[config.mk]
export PLATFORM = sky130hd
export DESIGN_NAME = cond_unit
export DESIGN_NICKNAME = d
export VERILOG_FILES = /design/src/rtl/cond_unit.sv
export SDC_FILE = /design/constraint.sdc
export NUM_CORES = 1
export LEC_CHECK = 0
export ABC_AREA = 1
export CORE_UTILIZATION = 55
export DETAILED_ROUTE_END_ITERATION = 6
export GPL_TIMING_DRIVEN = 0
export HOLD_SLACK_MARGIN = 0.15
export PLACE_DENSITY = 0.95
export SETUP_SLACK_MARGIN = 0.3
export SLEW_MARGIN = 20
export SYNTH_ARGS = -nofsm -noshare
export SYNTH_HDL_FRONTEND = slang
export SYNTH_SLANG_ARGS = --single-unit
[constraint.sdc]
create_clock -name clk -period 5 [get_ports clk]
set_clock_uncertainty 0.15 [all_clocks]
set_input_delay 1 -clock clk [delete_from_list [all_inputs] [get_ports clk]]
set_output_delay 1 -clock clk [all_outputs]
set_load 0.05 [all_outputs]
[src/rtl/cond_unit.sv]
// Condition evaluation and NZCV status register for the single-cycle ARM controller.
// Gates PC/register/memory writes on the condition result and keeps debug retire counters.
module cond_unit #(
  parameter int CNTW = 16
) (
  input  logic            clk,
  input  logic            resetn,
  input  logic [3:0]      Cond,
  input  logic [3:0]      ALUFlags,
  input  logic [1:0]      FlagW,
  input  logic            PCS,
  input  logic            RegW,
  input  logic            MemW,
  input  logic            NoWrite,
  input  logic            Stall,
  output logic            PCSrc,
  output logic            RegWrite,
  output logic            MemWrite,
  output logic            CondEx,
  output logic [3:0]      Flags,
  output logic [CNTW-1:0] ExecCount,
  output logic [CNTW-1:0] SkipCount
);

  localparam logic [CNTW-1:0] CNT_ONE = CNTW'(1);
  localparam logic [CNTW-1:0] CNT_MAX = '1;

  logic [3:0]      flags_q;
  logic [CNTW-1:0] exec_q;
  logic [CNTW-1:0] skip_q;
  logic            flag_n;
  logic            flag_z;
  logic            flag_c;
  logic            flag_v;
  logic            cond_ok;
  logic            retire;

  assign {flag_n, flag_z, flag_c, flag_v} = flags_q;

  // Evaluated only against the stored flags; ALUFlags never bypass into this cycle.
  always_comb begin
    cond_ok = 1'b0;
    case (Cond)
      4'b0000: cond_ok = flag_z;
      4'b0001: cond_ok = ~flag_z;
      4'b0010: cond_ok = flag_c;
      4'b0011: cond_ok = ~flag_c;
      4'b0100: cond_ok = flag_n;
      4'b0101: cond_ok = ~flag_n;
      4'b0110: cond_ok = flag_v;
      4'b0111: cond_ok = ~flag_v;
      4'b1000: cond_ok = flag_c & ~flag_z;
      4'b1001: cond_ok = ~flag_c | flag_z;
      4'b1010: cond_ok = (flag_n == flag_v);
      4'b1011: cond_ok = (flag_n != flag_v);
      4'b1100: cond_ok = ~flag_z & (flag_n == flag_v);
      4'b1101: cond_ok = flag_z | (flag_n != flag_v);
      4'b1110: cond_ok = 1'b1;
      default: cond_ok = 1'b0;
    endcase
  end

  assign retire   = ~Stall;
  assign CondEx   = cond_ok;
  assign PCSrc    = PCS & cond_ok & retire;
  assign RegWrite = RegW & cond_ok & ~NoWrite & retire;
  assign MemWrite = MemW & cond_ok & retire;

  assign Flags     = flags_q;
  assign ExecCount = exec_q;
  assign SkipCount = skip_q;

  always_ff @(posedge clk) begin
    if (!resetn) begin
      flags_q <= 4'b0000;
      exec_q  <= '0;
      skip_q  <= '0;
    end else if (retire) begin
      if (cond_ok) begin
        if (FlagW[1]) flags_q[3:2] <= ALUFlags[3:2];
        if (FlagW[0]) flags_q[1:0] <= ALUFlags[1:0];
        if (exec_q != CNT_MAX) exec_q <= exec_q + CNT_ONE;
      end else begin
        if (skip_q != CNT_MAX) skip_q <= skip_q + CNT_ONE;
      end
    end
  end

endmodule

# == Word level (Yosys, flattened, before mapping) ==
# Cells that the tools add are included.
# op_classes
add_sub_neg,2
n_mul,0
div_mod_pow,0
n_lt_le_gt_ge,0
eq_ne,18
shift,0
muxes,1
bitwise_logic,18
reduce_logical,5
# op_table
op,n
16-bit by 1-bit adder with 16-bit output (second input constant),2
16-bit inequality test (second input constant),2
4-bit equality test (second input constant),7
4-bit by 3-bit equality test with 1-bit output (second input constant),4
1-bit case mux with 15 select lines,1
3-bit AND reduction,4
1-bit AND,9
4-bit by 2-bit equality test with 1-bit output (second input constant),2
1-bit NOT,7
4-bit by 1-bit equality test with 1-bit output (second input constant),1
4-bit zero test,1
1-bit bitwise OR,2
1-bit equality test,1
1-bit inequality test,1
# totals
ff_bits,36
latch_bits,0
ram_bits,0
mem_bits_ro,0
input_bits,17
output_inout_bits,40
wordCells,48
n_memories,0

# == Longest topological paths before layout ==
# Gate-level depths: netlist of run 1.
# logic_depth
word_depth,6
mapped_depth,13
mapped_depth_nobuf,12

# == Least setup slack after synthesis of run 1 ==
# Ideal clock, no wire load.
# synth_path
path_type,in2out
start,in Cond[0]
end,out RegWrite
arrival_ns,2.626
required_ns,3.850
path_slack_ns,1.224
cell_stages,11
n_path_buf,2
path_cell_list,buf_2 > nor2_1 > nand2_1 > nor2_1 > nand2_1 > nand2_2 > nor2_8 > nand2_8 > buf_6 > nand2_1 > nor3b_2
# synth_via
elab_chain_len,5
word_cells_on_any_way,19
cone_classes,eq/ne: 14; mux: 1; bitwise: 3; reduce/logical: 1
# synth_rtl
element,line,text
from (decl),8,"input logic [3:0] Cond,"
"4-bit equality test, or another cell as far along",43,case (Cond)
1-bit case mux with 15 select lines *,43,
1-bit AND * (3 in series),66,assign RegWrite = RegW & cond_ok & ~NoWrite & retire;
to (decl),17,"output logic RegWrite,"
# Mark *: on every way between the ends. The rest lies on a longest branch, timed or not.

# == Final worst setup path of run 1 ==
# layout_path
start,in Cond[1]
end,out RegWrite
# Same word-level chain as after synthesis.

==> metrics.md, run 1 <==
| Metric | Value |
|---|---|
| Vert. Die Dim | `69.5 um` |
| Setup Total Neg Slack | `0 ps` |
| Core Area | `4350 um2` |
| Post-CTS Setup Inserts | `0` |
| Register area share after synthesis | `28.8%` |
| Clock transition at the registers of the reported paths | `70 ps` |
| Vias in the first global route | `2583` |
| RSZ-0062 raised after global routing | `no` |
| Commonest cells after routing, fill and taps aside | `nand2_1, nor2_1, inv_1, clkdlybuf4s50_1, dfxtp_1` |
| Period minus WS final | `4470 ps` |
| Initial antenna violation count | `0` |
| Ant. Diodes | `0` |
| CTS buffer count | `5` |
| Worst R2R Start | `ExecCount[0]$_SDFFE_PN0P_` |
| Critical Path End Type | `output pin` |
| Worst R2R Path Depth | `10` |
| Pre-CTS setup slack | `305 ps` |
| Final Net Count | `492` |
| First DRT Iteration DRCs | `217` |
| Average routed wire per standard cell | `12.2 um` |
| Register bit total from synthesis | `36` |
| Via count | `2773` |
| Fillers | `357` |
| Slew @ Worst Pin | `521 ps` |
| Synth warn | `0` |
| Max Root-Sink Buffers | `2` |
| Net Count, Synth | `431` |
| Syn Area/Cell | `6.07 um2` |
| Maximum vdd drop | `0.000175 V` |
| R2R Path End | `ExecCount[4]$_SDFFE_PN0P_` |
| Maximum clock rate | `224 MHz` |
| Worst EP arrival | `3320 ps` |
| Leak pwr | `1.47 nW` |
| Largest net degree at the start of global routing | `11` |
| Worst hold start | `ExecCount[1]$_SDFFE_PN0P_` |
| Mapped cell area | `2500 um2` |
| Final setup violation count | `0` |
| Fin. Hold Viols | `0` |
| CP Max Fanout | `10` |
| Post-CTS Resized | `1` |
| Final setup margin | `527 ps` |
| RePlAce Congestion | `0.932` |
| Cells after Synth | `412` |
| Hold_buf cts | `0` |
| Drt total wl | `6.42 mm` |
| Layout cells sized above 1 | `8.88%` |
| Crit Path Category | `input port to output pin` |
| Rel. slew slack | `65.2%` |
| Sink Count | `36` |
| H-Tree Level Count | `2` |
| CTS tree | `yes` |
| Final Cycle Share | `89.5%` |
| Setup slack, reg-to-reg | `2920 ps` |
| Root Driver | `clkbuf_8` |
| MaxCap Viol Count | `0` |
| Vias per cell | `5.28` |
| Gr ovfl total | `0` |
| DP HPWL | `4.66 mm` |
| First-pass GRT wire length | `11.0 mm` |
| Status | `finished, final reports clean` |
| Ports | `57` |
| Clock latency on the worst-skew pair | `290 ps` |
| Die Wd | `69.5 um` |
| Critical Path Start Type | `input port` |
| Hold path depth | `2` |
| Hold/Removal Path Class | `flip-flop to flip-flop` |
| Initial Util | `57.5%` |
| Max Slew Vio Count | `0` |
| Most common cell after layout, fill and taps aside | `nand2_1` |
| All-Layer GR Usage | `27.5%` |
| Synthesis-to-layout area growth | `27.5%` |
| Area of the die | `4820 um2` |
| Worst EP required | `3850 ps` |
| First-pass DRT Iterations | `7` |
| # rows | `24` |
| ANT nets after route | `0` |
| Worst Hold End | `ExecCount[1]$_SDFFE_PN0P_` |
| Pwr dens | `216 nW/um2` |
| Synth cell types | `34` |
| DRC viols | `0` |
| Port bufs | `54` |
## cell usage after synthesis
master / n / area (um2)
ha_1: 2 / 25.0
a21boi_1: 3 / 22.5
buf_4: 1 / 7.51
inv_1: 61 / 229
clkbuf_1: 3 / 11.3
or2_2: 1 / 6.26
nand3_1: 32 / 160
nand2_1: 109 / 409
nor3b_2: 1 / 12.5
nor4_1: 1 / 6.26
nand3_4: 1 / 17.5
inv_2: 7 / 26.3
o21bai_2: 4 / 45.0
nand3_2: 3 / 30.0
nor3_2: 1 / 10.0
xnor2_1: 2 / 17.5
buf_6: 3 / 33.8
o21ai_1: 3 / 15.0
nor2_8: 2 / 40.0
o21ai_0: 5 / 25.0
buf_2: 3 / 15.0
xor2_1: 3 / 26.3
nand4_2: 2 / 25.0
nand4_1: 25 / 156
clkinv_1: 2 / 7.51
nor2_2: 1 / 6.26
buf_1: 1 / 3.75
nor3_1: 2 / 10.0
dfxtp_1: 36 / 721
a21oi_1: 3 / 15.0
nand2_2: 5 / 31.3
o211ai_1: 1 / 7.51
nor2_1: 82 / 308
nand2_8: 1 / 20.0
## how the worst max path moves through the flow
stage / end / startpoint / depth (start not counted) / slack, ps
6_report: RegWrite / Cond[1] / 12 / 530
2_1_floorplan: RegWrite / Cond[0] / 11 / 1220
3_5_place_dp: RegWrite / Cond[1] / 12 / 300
5_1_grt: RegWrite / Cond[1] / 12 / 330
3_3_place_gp: RegWrite / Cond[1] / 12 / 320
4_1_cts: MemWrite / Cond[1] / 12 / 350
## final cells by class
class | instances | area (um2) | area share, %
Tap cell | 52 | 65.1 | 2.04
Sequential cell | 36 | 721 | 22.6
Multi-Input combinational cell | 295 | 1450 | 45.4
Clock buffer | 6 | 72.6 | 2.28
Clock inverter | 1 | 5.00 | 0.157
Timing Repair Buffer | 54 | 544 | 17.1
Buffer | 11 | 71.3 | 2.24
Inverter | 70 | 263 | 8.24
## flip-flops by register name, indices dropped and copies added (netlist names)
register / flops
SkipCount: 16
ExecCount: 16
Flags: 4
## power by group
group	leakage (nW)	switching (mW)	total, mW	internal, mW
Sequential	0.292	0.0115	0.307	0.296
Combinational	1.14	0.119	0.183	0.0647
Clock	0.0410	0.103	0.198	0.0947
## metal layers
metal | vias to the layer above | part of all wire, % | GRT usage, %
li1 | 1403 | - | -
met5 | - | 0 | 0
met1 | 1238 | 41 | 33.8
met3 | 15 | 7.4 | 5.52
met4 | 0 | 1.7 | 8.39
met2 | 117 | 50 | 48.2
## critical path, stage by stage
cell	delay [ps]
clkdlybuf4s50_1	560
nor2_1	260
nand2_1	80
nor2_1	80
nand2_1	70
nand2_2	110
nor2_8	80
nand2_8	100
buf_6	150
nand2_1	100
nor3b_2	180
dlygate4sd2_1	540
## stage by stage
| step | hold slack, ps | util, % | area (um2) | std cells | total power, mW |
|---|---|---|---|---|---|
| 3_5_place_dp | 347 | 71.4 | 3110 | 518 | 0.496 |
| 4_1_cts | 358 | 73.1 | 3180 | 525 | 0.690 |
| 2_1_floorplan | 557 | - | 2500 | 412 | 0.440 |
| 5_1_grt | 411 | 73.2 | 3190 | 525 | 0.722 |
| 6_report | 351 | 73.2 | 3190 | 525 | 0.689 |
| 3_3_place_gp | 339 | 71.4 | 3110 | 518 | 0.492 |
## cells by family after synthesis
family / Yosys count / share of synthesized area [%]
AOI/OAI and AO/OA: 19 / 5.20
xor gates and xnor gates: 5 / 1.75
adders and majority gates: 2 / 1.00
buffers and inverters: 81 / 13.3
DFF: 36 / 28.8
and+or+nand+nor: 269 / 49.9
No activity file was read; power rests on OpenSTA's default activity.
==> inputs of run 2 (changes only) <==
- ABC_AREA: 1 -> unset
- CORE_UTILIZATION: 55 -> 53
- PLACE_DENSITY: 0.95 -> 0.94
==> run 2 against run 1 <==
Non-clock buffer count is 8 higher; sequential share of layout area is 1.3 points higher; sequential power decreased by 4%; cell area shrank 5.5%; synthesized cell count down 32%; final cell count decreased by 25%; combinational power is 27% lower; core utilization up 1.0 points; global-route usage up 2.5 points; wire length down 1.7%; critical endpoint unchanged.
==> metrics.md, run 2 <==
| Metric | Value |
|---|---|
| Status | `finished, final reports clean` |
| Core Area | `4060 um2 (-6.8%)` |
| MaxCap Viol Count | `0 (unchanged)` |
| CTS buffer count | `5 (unchanged)` |
| RSZ-0062 raised after global routing | `no` |
| Initial Util | `55.9% (-1.6 points)` |
| Critical Path Start Type | `input port` |
| Setup slack, reg-to-reg | `2500 ps (-420 ps)` |
| DRC viols | `0 (unchanged)` |
| Post-route cell area | `3010 um2 (-5.5%)` |
| Synthesis-to-layout area growth | `32.9%` |
| Most common cell in the netlist | `nand2_1` |
| Post-synth top area share | `31.8% (+3.0 points)` |
| Maximum vdd drop | `0.000155 V (-11%)` |
| Pwr dens | `237 nW/um2 (+9.6%)` |
| Die Wd | `67.4 um (-2.9%)` |
| Vert. Die Dim | `67.4 um (-2.9%)` |
| RePlAce Congestion | `0.926 (-0.69%)` |
| First-pass DRT Iterations | `4 (-3)` |
| Synth cell types | `50 (+47%)` |
| Multi-input gate area | `1420 um2 (-1.8%)` |
| Final core utilization | `74.3% (+1.0 points)` |
| FF+latch area | `721 um2 (unchanged)` |
| Worst hold start | `ExecCount[10]$_SDFFE_PN0P_` |
| R2R Path End | `ExecCount[3]$_SDFFE_PN0P_` |
| Syn Area/Cell | `8.10 um2 (+33%)` |
| CP Max Fanout | `10 (unchanged)` |
| Critical Path End Type | `output pin` |
| Final setup violation count | `0 (unchanged)` |
| Register bit total from synthesis | `36 (unchanged)` |
| Mapped cell area | `2270 um2 (-9.3%)` |
| # rows | `23 (-4.2%)` |
| Ant. Diodes | `0 (unchanged)` |
| Rel. slew slack | `59.0% (-6.2 points)` |
| Period minus WS final | `4610 ps (+136 ps)` |
| Leak pwr | `0.990 nW (-33%)` |
| Commonest cells after routing, fill and taps aside | `clkdlybuf4s50_1, nand2_1, dfxtp_1, mux2i_1, nand3_1` |
| Worst R2R Path Depth | `8 (-2)` |
| Maximum clock rate | `217 MHz (-3.0%)` |
| Worst EP arrival | `3460 ps (+140 ps)` |
| Crit Path Category | `input port to output pin` |
| Gr ovfl total | `0 (unchanged)` |
| Vias in the first global route | `2228 (-14%)` |
| Clock transition at the registers of the reported paths | `70 ps (about the same)` |
| All-Layer GR Usage | `30.0% (+2.5 points)` |
| Max Root-Sink Buffers | `2 (unchanged)` |
| Drt total wl | `6.31 mm (-1.7%)` |
| ANT nets after route | `0 (unchanged)` |
| Hold/Removal Path Class | `flip-flop to flip-flop` |
| Final Cycle Share | `92.2% (+2.7 points)` |
| DP HPWL | `4.31 mm (-7.5%)` |
| Average routed wire per standard cell | `16.1 um (+31%)` |
| Max Slew Vio Count | `0 (unchanged)` |
| Layout cells sized above 1 | `9.91% (+1.0 points)` |
| Final Net Count | `361 (-27%)` |
| Area of the die | `4550 um2 (-5.8%)` |
| Fin. Hold Viols | `0 (unchanged)` |
| First-pass GRT wire length | `10.2 mm (-6.8%)` |
| Post-CTS Setup Inserts | `0 (unchanged)` |
| Worst Hold End | `ExecCount[10]$_SDFFE_PN0P_` |
| Slew @ Worst Pin | `615 ps (+94.5 ps)` |
| Setup Total Neg Slack | `0 ps (unchanged)` |
| Most common cell after layout, fill and taps aside | `clkdlybuf4s50_1` |
| Vias per cell | `6.08 (+15%)` |
| H-Tree Level Count | `2 (unchanged)` |
| Post-synth EDFFs | `0 (unchanged)` |
| Synth cell count leaders | `nand2_1, dfxtp_1, mux2i_1` |
| Cells after Synth | `280 (-32%)` |
| Cell accounting for the most synthesized area | `dfxtp_1` |
| Port bufs | `55 (+1.9%)` |
| Worst EP required | `3850 ps (about the same)` |
| Pre-CTS setup slack | `-53.5 ps (-358 ps)` |
| First DRT Iteration DRCs | `207 (-4.6%)` |
| Clock latency on the worst-skew pair | `290 ps (about the same)` |
| Initial antenna violation count | `0 (unchanged)` |
| Register area share after synthesis | `31.8% (+3.0 points)` |
| Via count | `2391 (-14%)` |
| Worst R2R Start | `ExecCount[6]$_SDFFE_PN0P_` |
| CTS tree | `yes` |
| Hold_buf cts | `0 (unchanged)` |
| Largest net degree at the start of global routing | `12 (+1)` |
| Synth warn | `0 (unchanged)` |
| Placed cell areas | `2890 um2 (-7.1%)` |
| Total power | `0.713 mW (+3.6%)` |
| Sink Count | `36 (unchanged)` |
| Dominant synthesized flop cell | `dfxtp_1` |
| Synth area leaders | `dfxtp_1, mux2i_1, nand2_1, nand3_1, nand2b_1` |
| Root Driver | `clkbuf_8` |
| Ports | `57 (unchanged)` |
| Ys async rst share | `0% (unchanged)` |
| Final setup margin | `390 ps (-136 ps)` |
| Net Count, Synth | `299 (-31%)` |
| Hold path depth | `2 (unchanged)` |
| Fillers | `290 (-19%)` |
run 2: worst max path at each step:
| stage | start | to | slack (ps) |
|---|---|---|---|
| 6_report | Cond[2] | RegWrite | 390 |
| 5_1_grt | Cond[2] | RegWrite | 310 |
| 4_1_cts | Cond[2] | PCSrc | 310 |
| 3_5_place_dp | Cond[2] | PCSrc | -50 |
| 3_3_place_gp | Cond[2] | MemWrite | 7 |
| 2_1_floorplan | Cond[1] | RegWrite | 720 |
run 2: cells by family (layout without fill, tap and decap cells):
family / Yosys count / count (layout) / share of synthesized area (%)
xor gates and xnor gates: 3 / 3 / 1.16
adders and majority gates: 2 / 2 / 1.10
AOI/OAI and AO/OA: 48 / 48 / 15.0
buffers and inverters: 26 / 89 / 6.34
muxes: 20 / 20 / 8.83
and+or+nand+nor: 145 / 145 / 35.8
DFF: 36 / 36 / 31.8
run 2: worst max-delay path, cell delays in order:
cell             delay [ps]
clkdlybuf4s50_1         530
buf_6                   150
mux2i_1                  80
o31ai_2                 340
o32ai_4                 210
o211a_1                 160
buf_6                   140
buf_2                   180
nor4b_2                 250
clkdlybuf4s18_2         410
run 2: through the flow:
stage	hold WS (ps)	std cells
2_1_floorplan	534	280
3_3_place_gp	312	385
3_5_place_dp	327	385
4_1_cts	336	393
5_1_grt	363	393
6_report	341	393
run 2: metal layers:
layer	GRT usage, %	up-vias	part of all wire (%)
met3	6.76	19	7.1
met4	13.8	0	2.4
met2	50.6	103	50
li1	-	1142	-
met5	0	-	0
met1	36.0	1127	40
run 2: where the power goes:
group | internal [mW] | switching (mW) | leakage, nW
Combinational | 0.0501 | 0.0838 | 0.635
Sequential | 0.291 | 0.00544 | 0.291
Clock | 0.176 | 0.107 | 0.0645
run 2: what timing repair did:
action	4_1_cts	5_1_grt
resized for setup	8	5
endpoints found under the hold margin	0	0
endpoints found under the setup margin	4	3
pin swaps	0	0
run 2: final cells by class:
cell class | instances | area share, %
clock inverters | 1 | 0.996
multi-input cells | 218 | 47.2
clock buffers | 7 | 3.20
plain buffers | 18 | 3.78
inverters | 8 | 0.996
flip-flops and latches | 36 | 23.9
repair buffers | 55 | 17.9
well taps | 50 | 2.08
==> inputs of run 3 (changes only) <==
- CAP_MARGIN: unset -> 20
==> results of run 3 <==
No change in the layout: final DEF, timing and power equal those of run 2.
